$ cat config.mk
export PLATFORM = sky130hd
export DESIGN_NAME = taitosj_rom_loader
export DESIGN_NICKNAME = d
export VERILOG_FILES = /design/src/rtl/taitosj_rom_loader.sv
export SDC_FILE = /design/constraint.sdc
export NUM_CORES = 1
export LEC_CHECK = 0
export BUFFER_PORTS_ARGS = -buffer_cell sky130_fd_sc_hd__buf_2
export CAP_MARGIN = 0
export CORE_MARGIN = 1
export CORE_UTILIZATION = 55
export CTS_BUF_LIST = sky130_fd_sc_hd__clkbuf_4 sky130_fd_sc_hd__clkbuf_8
export DETAILED_ROUTE_END_ITERATION = 16
export PLACE_DENSITY = 0.75
export SETUP_SLACK_MARGIN = 0.1
export SLEW_MARGIN = 10
export SYNTH_ARGS = -nofsm -noshare
export SYNTH_HDL_FRONTEND = slang
export SYNTH_SLANG_ARGS = --single-unit
$ cat constraint.sdc
create_clock -name clk_sys -period 7.32 [get_ports clk_sys]
set_input_delay 0.366 -clock clk_sys [delete_from_list [all_inputs] [get_ports clk_sys]]
set_output_delay 0.366 -clock clk_sys [all_outputs]
set_load 0.05 [all_outputs]
$ cat src/rtl/taitosj_rom_loader.sv
// taitosj_rom_loader: routes the hps_io index-0 download into four region ROM write strobes through a small FIFO.
//   clk_sys, reset (sync, active-high)
//   ioctl_download/index/wr/addr/dout in, ioctl_wait out: hps_io download port and backpressure
//   core_busy in: core stalls ROM writes; rom_addr/rom_data/rom_we out: region-relative one-hot write
//   pcb out: last index-1 byte; load_done out: one-cycle end-of-load pulse
//   overflow out: sticky FIFO-full discard; dropped_cnt out: saturating count of out-of-range bytes
//   TAITOSJ_LOADER_CKSUM_EN adds rom_cksum out: 16-bit sum of bytes presented on rom_we
module taitosj_rom_loader #(
  parameter int          FIFO_AW  = 3,
  parameter logic [24:0] MAIN_END = 25'h0C000,
  parameter logic [24:0] SND_END  = 25'h0E000,
  parameter logic [24:0] GFX_END  = 25'h16000,
  parameter logic [24:0] PROM_END = 25'h16100
) (
  input  logic        clk_sys,
  input  logic        reset,
  input  logic        ioctl_download,
  input  logic [7:0]  ioctl_index,
  input  logic        ioctl_wr,
  input  logic [24:0] ioctl_addr,
  input  logic [7:0]  ioctl_dout,
  output logic        ioctl_wait,
  input  logic        core_busy,
  output logic [15:0] rom_addr,
  output logic [7:0]  rom_data,
  output logic [3:0]  rom_we,
  output logic [7:0]  pcb,
  output logic        load_done,
  output logic        overflow,
`ifdef TAITOSJ_LOADER_CKSUM_EN
  output logic [15:0] rom_cksum,
`endif
  output logic [15:0] dropped_cnt
);
  localparam int DEPTH = 1 << FIFO_AW;
  typedef enum logic [1:0] {IDLE, LOAD, FLUSH, DONE} state_t;
  state_t state, state_n;
  logic [25:0] mem [DEPTH];
  logic [FIFO_AW-1:0] wp, rp;
  logic [FIFO_AW:0] cnt, cnt_n;
  logic load_entry, wr0, in_rom, full, push, ovf, drop, pop;
  logic [1:0] region;
  logic [24:0] base;
  logic [15:0] rel;
  always_comb begin
    state_n = state == IDLE  ? (ioctl_download && ioctl_index == 8'd0 ? LOAD : IDLE)
            : state == LOAD  ? (ioctl_download ? LOAD : FLUSH)
            : state == FLUSH ? (cnt == '0 && rom_we == 4'b0 ? DONE : FLUSH)
            : IDLE;
    load_entry = state == IDLE && state_n == LOAD;
    wr0 = state == LOAD && ioctl_wr && ioctl_index == 8'd0;
    in_rom = ioctl_addr < PROM_END;
    full = cnt == (FIFO_AW+1)'(DEPTH);
    push = wr0 && in_rom && !full;
    ovf = wr0 && in_rom && full;
    drop = wr0 && !in_rom;
    pop = cnt != '0 && !core_busy;
    cnt_n = cnt + (FIFO_AW+1)'(push) - (FIFO_AW+1)'(pop);
    region = ioctl_addr < MAIN_END ? 2'd0 : ioctl_addr < SND_END ? 2'd1 : ioctl_addr < GFX_END ? 2'd2 : 2'd3;
    base = region == 2'd0 ? 25'd0 : region == 2'd1 ? MAIN_END : region == 2'd2 ? SND_END : GFX_END;
    rel = 16'(ioctl_addr - base);
  end
  always_ff @(posedge clk_sys)
    if (push) mem[wp] <= {region, rel, ioctl_dout};
  always_ff @(posedge clk_sys) begin
    if (reset) begin
      state <= IDLE;
      wp <= '0;
      rp <= '0;
      cnt <= '0;
      ioctl_wait <= 1'b0;
      rom_we <= 4'b0;
      rom_addr <= 16'd0;
      rom_data <= 8'd0;
      pcb <= 8'd0;
      overflow <= 1'b0;
      dropped_cnt <= 16'd0;
    end else begin
      state <= state_n;
      cnt <= cnt_n;
      if (push) wp <= wp + 1'b1;
      if (pop) rp <= rp + 1'b1;
      if (pop) {rom_addr, rom_data} <= mem[rp][23:0];
      rom_we <= pop ? 4'b0001 << mem[rp][25:24] : 4'b0;
      // wait tracks the post-edge occupancy so an in-flight byte always finds room
      ioctl_wait <= state_n != IDLE && cnt_n >= (FIFO_AW+1)'(DEPTH-2);
      if (ioctl_wr && ioctl_index == 8'd1) pcb <= ioctl_dout;
      overflow <= load_entry ? 1'b0 : overflow | ovf;
      dropped_cnt <= load_entry ? 16'd0 : drop && dropped_cnt != 16'hFFFF ? dropped_cnt + 16'd1 : dropped_cnt;
    end
  end
  assign load_done = state == DONE;
`ifdef TAITOSJ_LOADER_CKSUM_EN
  always_ff @(posedge clk_sys)
    if (reset || load_entry) rom_cksum <= 16'd0;
    else if (pop) rom_cksum <= rom_cksum + 16'(mem[rp][7:0]);
`endif
endmodule

* Yosys cells after proc, flatten, opt, wreduce, memory -nomap -nowiden
Memory sizes are Yosys's and may differ from the RTL's. A register that Yosys moved wholly into a read port is not among the register bits. Index checks and enable logic that the tools add are counted.
Word-level totals: register bits 66, RAM bits 208, input port bits 46, output and inout bits 55, word-level logic and storage cells 76, memories 1
Cells by class: add/sub/neg operators 6, order comparisons 5, equality and inequality tests 9, shift operators 1, multiplexer cells 16, bitwise gates (word level) 2, reductions and logical operators 25
Memory list:
- mem | depth 8, bits a word 26, read ports 1, clocked after memory_dff 1, wr ports 1, RTL line 38 | logic [25:0] mem [DEPTH];
Operator list (number):
- 25-bit by 16-bit less-than comparator with 1-bit output (second input constant) | 2
- 25-bit by 17-bit less-than comparator with 1-bit output (second input constant) | 2
- 16-bit two-way mux | 3
- 16-bit by 1-bit adder with 16-bit output (second input constant) | 1
- 16-bit inequality test (second input constant) | 1
- 16-bit subtractor | 1
- 1-bit logical AND | 13
- 2-bit two-way mux | 6
- 8-bit by 1-bit == test with 1-bit output (second input constant) | 1
- 4-bit zero test | 2
- 8-bit zero test | 1
- 3-bit by 1-bit adder with 3-bit output (second input constant) | 2
- 2-bit by 1-bit == test with 1-bit output (second input constant) | 3
- 2-bit == test (second input constant) | 3
- 3-bit two-way mux | 2
- 1-bit two-way mux | 5
- 4-bit by 1-bit adder with 4-bit output | 1
- 4-bit == test (second input constant) | 1
- 4-bit by 3-bit >= comparator with 1-bit output (second input constant) | 1
- 2-bit zero test | 2
- 4-bit nonzero test | 1
- 2-bit OR reduction | 2
- 1-bit by 2-bit << shifter with 4-bit output (first input constant) | 1
- 4-bit by 1-bit subtractor with 4-bit output | 1
- 4 further kinds | 6

* Logic depth before layout (Yosys ltp)
depth after elaboration 9, mapped depth 14

* Worst setup path after synthesis
Ideal clock, no wire load.
kind input to register, from in ioctl_addr[11], to mem mem[1][0], enable pin, setup time 484 ps, arrival 4512 ps, data required time 6836 ps, slack 2323 ps, cell stages on the path 6, buffers on the path 1, cells stage by stage or4_1 -> o21ba_2 -> nor4_2 -> inv_1 -> buf_2 -> nor4b_1
On the way: longest elaborated chain between the ends 5
Ends and longest elaborated chain:
- start, declared | RTL line 20 | input logic [24:0] ioctl_addr,
- 25-bit by 17-bit less-than comparator with 1-bit output | RTL line 52 | in_rom = ioctl_addr < PROM_END;
- 1-bit logical AND (2 in series) | RTL line 54 | push = wr0 && in_rom && !full;
- 1-bit two-way mux | RTL line 64 | if (push) mem[wp] <= {region, rel, ioctl_dout};
- 1-bit two-way mux (not written as such) | RTL line 64
- end, declared | RTL line 38
No other way between the ends.

* Worst setup path in the final report
from in ioctl_addr[11], to reg ioctl_wait
On the way: longest elaborated chain between the ends 7
Ends and longest elaborated chain:
- 25-bit by 17-bit less-than comparator with 1-bit output | RTL line 52
- 1-bit logical AND (2 in series) | RTL line 54
- 4-bit by 1-bit adder with 4-bit output | RTL line 58 | cnt_n = cnt + (FIFO_AW+1)'(push) - (FIFO_AW+1)'(pop);
- 4-bit by 1-bit subtractor with 4-bit output | RTL line 58
- 4-bit by 3-bit >= comparator with 1-bit output | RTL line 86 | ioctl_wait <= state_n != IDLE && cnt_n >= (FIFO_AW+1)'(DEPTH-2);
- 1-bit logical AND | RTL line 86
- end signal, assigned | RTL line 86
- end, declared | RTL line 22 | output logic ioctl_wait,
No other way between the ends. A chain may end at the register's enable or synchronous reset.

==> results.py <==
metrics = {
    "place": {
        "detailed_place.area_um2": 11750,
        "dp.cells": 995,
        "dp_slack_ps": 3377,
        "port_buffers": 100,
        "gp_congestion": 0.8010,
        "dp_hpwl_um": 12770,
    },
    "floorplanning": {
        "core_area_um2": 19400,
        "io_pins": 101,
        "die_w_um": 142.4,
        "die_y_um": 142.4,
        "die-area_um2": 20290,
        "rows": 51,
        "start_util_pct": 55.92,
    },
    "critical_path": {
        "startpoint_type": "primary input",
        "cp_max_fo": 12,
        "critPathSlowestCell": "or4_1",
        "path_class": "in -> reg",
        "cp-end-kind": "register",
        "cpPeakStageDelay_ps": 620,
        "worst_path_dominant_cell_family": "simple AND/OR/NAND/NOR gates",
        "required_ps": 7730,
        "critical_path_buf_inv_count": 3,
        "cp_cell_sequence": "buf_2 -> or4_1 -> o21ba_2 -> nor4_2 -> inv_1 -> ha_1 -> inv_1 -> ha_1 -> fa_1 -> xnor2_1 -> o21a_1 -> a2111oi_0",
        "cp.arrival_ps": 3790,
    },
    "finish": {
        "antenna_cells": 0,
        "nFillCells": 1403,
        "finalNonFillerCells": 1074,
        "stdcell_area_um2": 12590,
        "area_growth_pct": 16.06,
        "nets": 834,
        "drive_gt1_share_pct": 32.01,
        "fin_util_pct": 64.90,
    },
    "global_route": {
        "grt_max_degree": 54,
        "antenna_found_initial": 0,
        "grt_pass1_wl_um": 33290,
        "grt_use_total_pct": 22.04,
        "grt_pass1_vias": 6361,
        "globalRouteOverflowTotal": 0,
    },
    "timing": {
        "whs_ps": 92.93,
        "period_minus_slack_ps": 3380,
        "clock_skew_ps": 21.50,
        "setup_viol": 0,
        "relSlewSlack_pct": 20.37,
        "slew_viol_final": 0,
        "fin_crit_sh_pct": 46.17,
        "rsz0062_at_grt": "false",
        "report.final.hold_viol_count": 0,
        "tns_ps": 0,
        "finalWorstSetupSlack_ps": 3940,
        "worst_pin_slew_ps": 1188,
        "max_freq_ghz": 0.2959,
    },
    "clocking": {
        "cts_buffers": 43,
        "htree_levels": 2,
        "cts_buffer_depth": 3,
        "cts.sinks": 277,
        "cts_hold_buf": 0,
        "cts_resized": 0,
        "path_clk_slew_ps": 60,
        "tritoncts": "built",
        "insertion_delay_ps": 550,
        "root_buffer": "clkbuf_8",
        "cts_setup_buffers": 0,
    },
    "yosys": {
        "yosysMostFrequentCell": "edfxtp_1",
        "syn_nets": 704,
        "synth_area_leaders": "edfxtp_1 (58%), dfxtp_1 (13%), mux4_2 (11%)",
        "async_flop_share_pct": 0,
        "synth_commonest_cells": "edfxtp_1 (208), dfxtp_1 (69), mux4_2 (52)",
        "netlist_area_um2": 10850,
        "syn_inst": 645,
        "syn_area_per_cell_um2": 16.82,
        "yosysTopAreaCell": "edfxtp_1",
        "synth_ff_type": "edfxtp_1",
        "yosys_warnings": 0,
        "synth_edf_count": 208,
        "ys_ff_latch": 277,
        "synthDistinctLibCells": 50,
        "seq_area_frac_synth_pct": 70.31,
        "synth_top_area_share_pct": 57.58,
    },
    "route": {
        "ant_nets": 0,
        "viasPerCell": 5.723,
        "dr.first_iter.drc_count": 387,
        "wl_per_cell_um": 19.69,
        "vias": 6147,
        "first_pass_iters": 4,
        "routed_wl_um": 21150,
        "drc": 0,
    },
    "power_and_ir_drop": {
        "leakagePower_nw": 4.293,
        "peakVddDrop_mv": 0.2253,
        "total_power_mw": 3.825,
        "power.density_nw_per_um2": 303.8,
    },
    "min_path": {
        "hp-class": "in -> reg",
    },
    "job": {
        "maxCapViolCount": 0,
    },
    "status": {
        "outcome": "finished clean",
    },
}
routing by layer:
metal | vias up | track usage (%) | routed length [um]
met2 | 206 | 36.56 | 10710
met3 | 44 | 4.441 | 1316
met5 | - | 0 | 0
met4 | 0 | 9.564 | 469
met1 | 3060 | 28.39 | 8650
li1 | 2837 | - | -
report_power, final:
group	internal, mW	leakage [nW]	total, mW	switching (mW)
clock	0.679	0.439	1.25	0.573
sequential	1.75	2.48	1.88	0.129
combinational	0.305	1.38	0.690	0.385
total	2.74	4.29	3.83	1.09
cells by family after synthesis:
logic type	synth area share (%)
flops	70.31
simple gates	6.747
mux	14.22
compound gates	4.660
buf+inv	1.857
fa+ha+maj	1.638
xor+xnor	0.5652
state kept, by name, indices dropped and copies added, names as in the netlist, 4 cells and up, named ones only:
name / flops
dropped_cnt: 16
cnt: 4
rom_data: 8
pcb: 8
rom_addr: 16
rom_we: 4
mem: 208
worst register-to-register path, stage by stage (launching register included):
cell       delay [ps]
dfxtp_1           380
nor2b_1           260
nand4_1           220
nor4_2            310
inv_1             310
ha_1              370
inv_1              40
ha_1              200
fa_1              390
xnor2_1           160
o21a_1            170
a2111oi_0         360
layout make-up:
cell class	instances	area, um^2	share of cell area, %
multi-input cells	317	3083	24.49
inverters	19	71.32	0.5665
well taps	265	331.6	2.634
clock inverters	18	115.1	0.9143
flip-flops and latches	277	7634	60.63
repair buffers	117	628.1	4.989
clock buffers	61	726.9	5.774
cell usage in the layout, fill, tap and decap left out, types with 4 or more instances in the layout:
master      count
edfxtp_1      208
buf_2         100
dfxtp_1        66
mux4_2         52
nor2_1         48
clkbuf_8       43
mux2i_1        36
a211oi_1       24
inv_1          19
a21oi_1        18
clkbuf_4       18
nand2_1        17
buf_4          17
or4_1          12
ha_1           11
nand3_1         9
o31ai_1         8
clkinv_1        8
o21ai_0         7
nand4_1         6
nor4_1          5
xnor2_1         5
clkinv_2        5
or3_1           4
nor2b_1         4
nor4_2          4
and3_1          4
clkinvlp_4      4
worst paths after layout:
path	from	to	cells after the start	slack, ps
worst max register to register	state[0]	ioctl_wait	11	4020
worst min register to register	overflow	overflow	2	460
worst max-delay path	ioctl_addr[11]	ioctl_wait	12	3940
worst min-delay path	ioctl_addr[6]	mem[5][14]	1	90
Power figures use the tool's default switching activity.
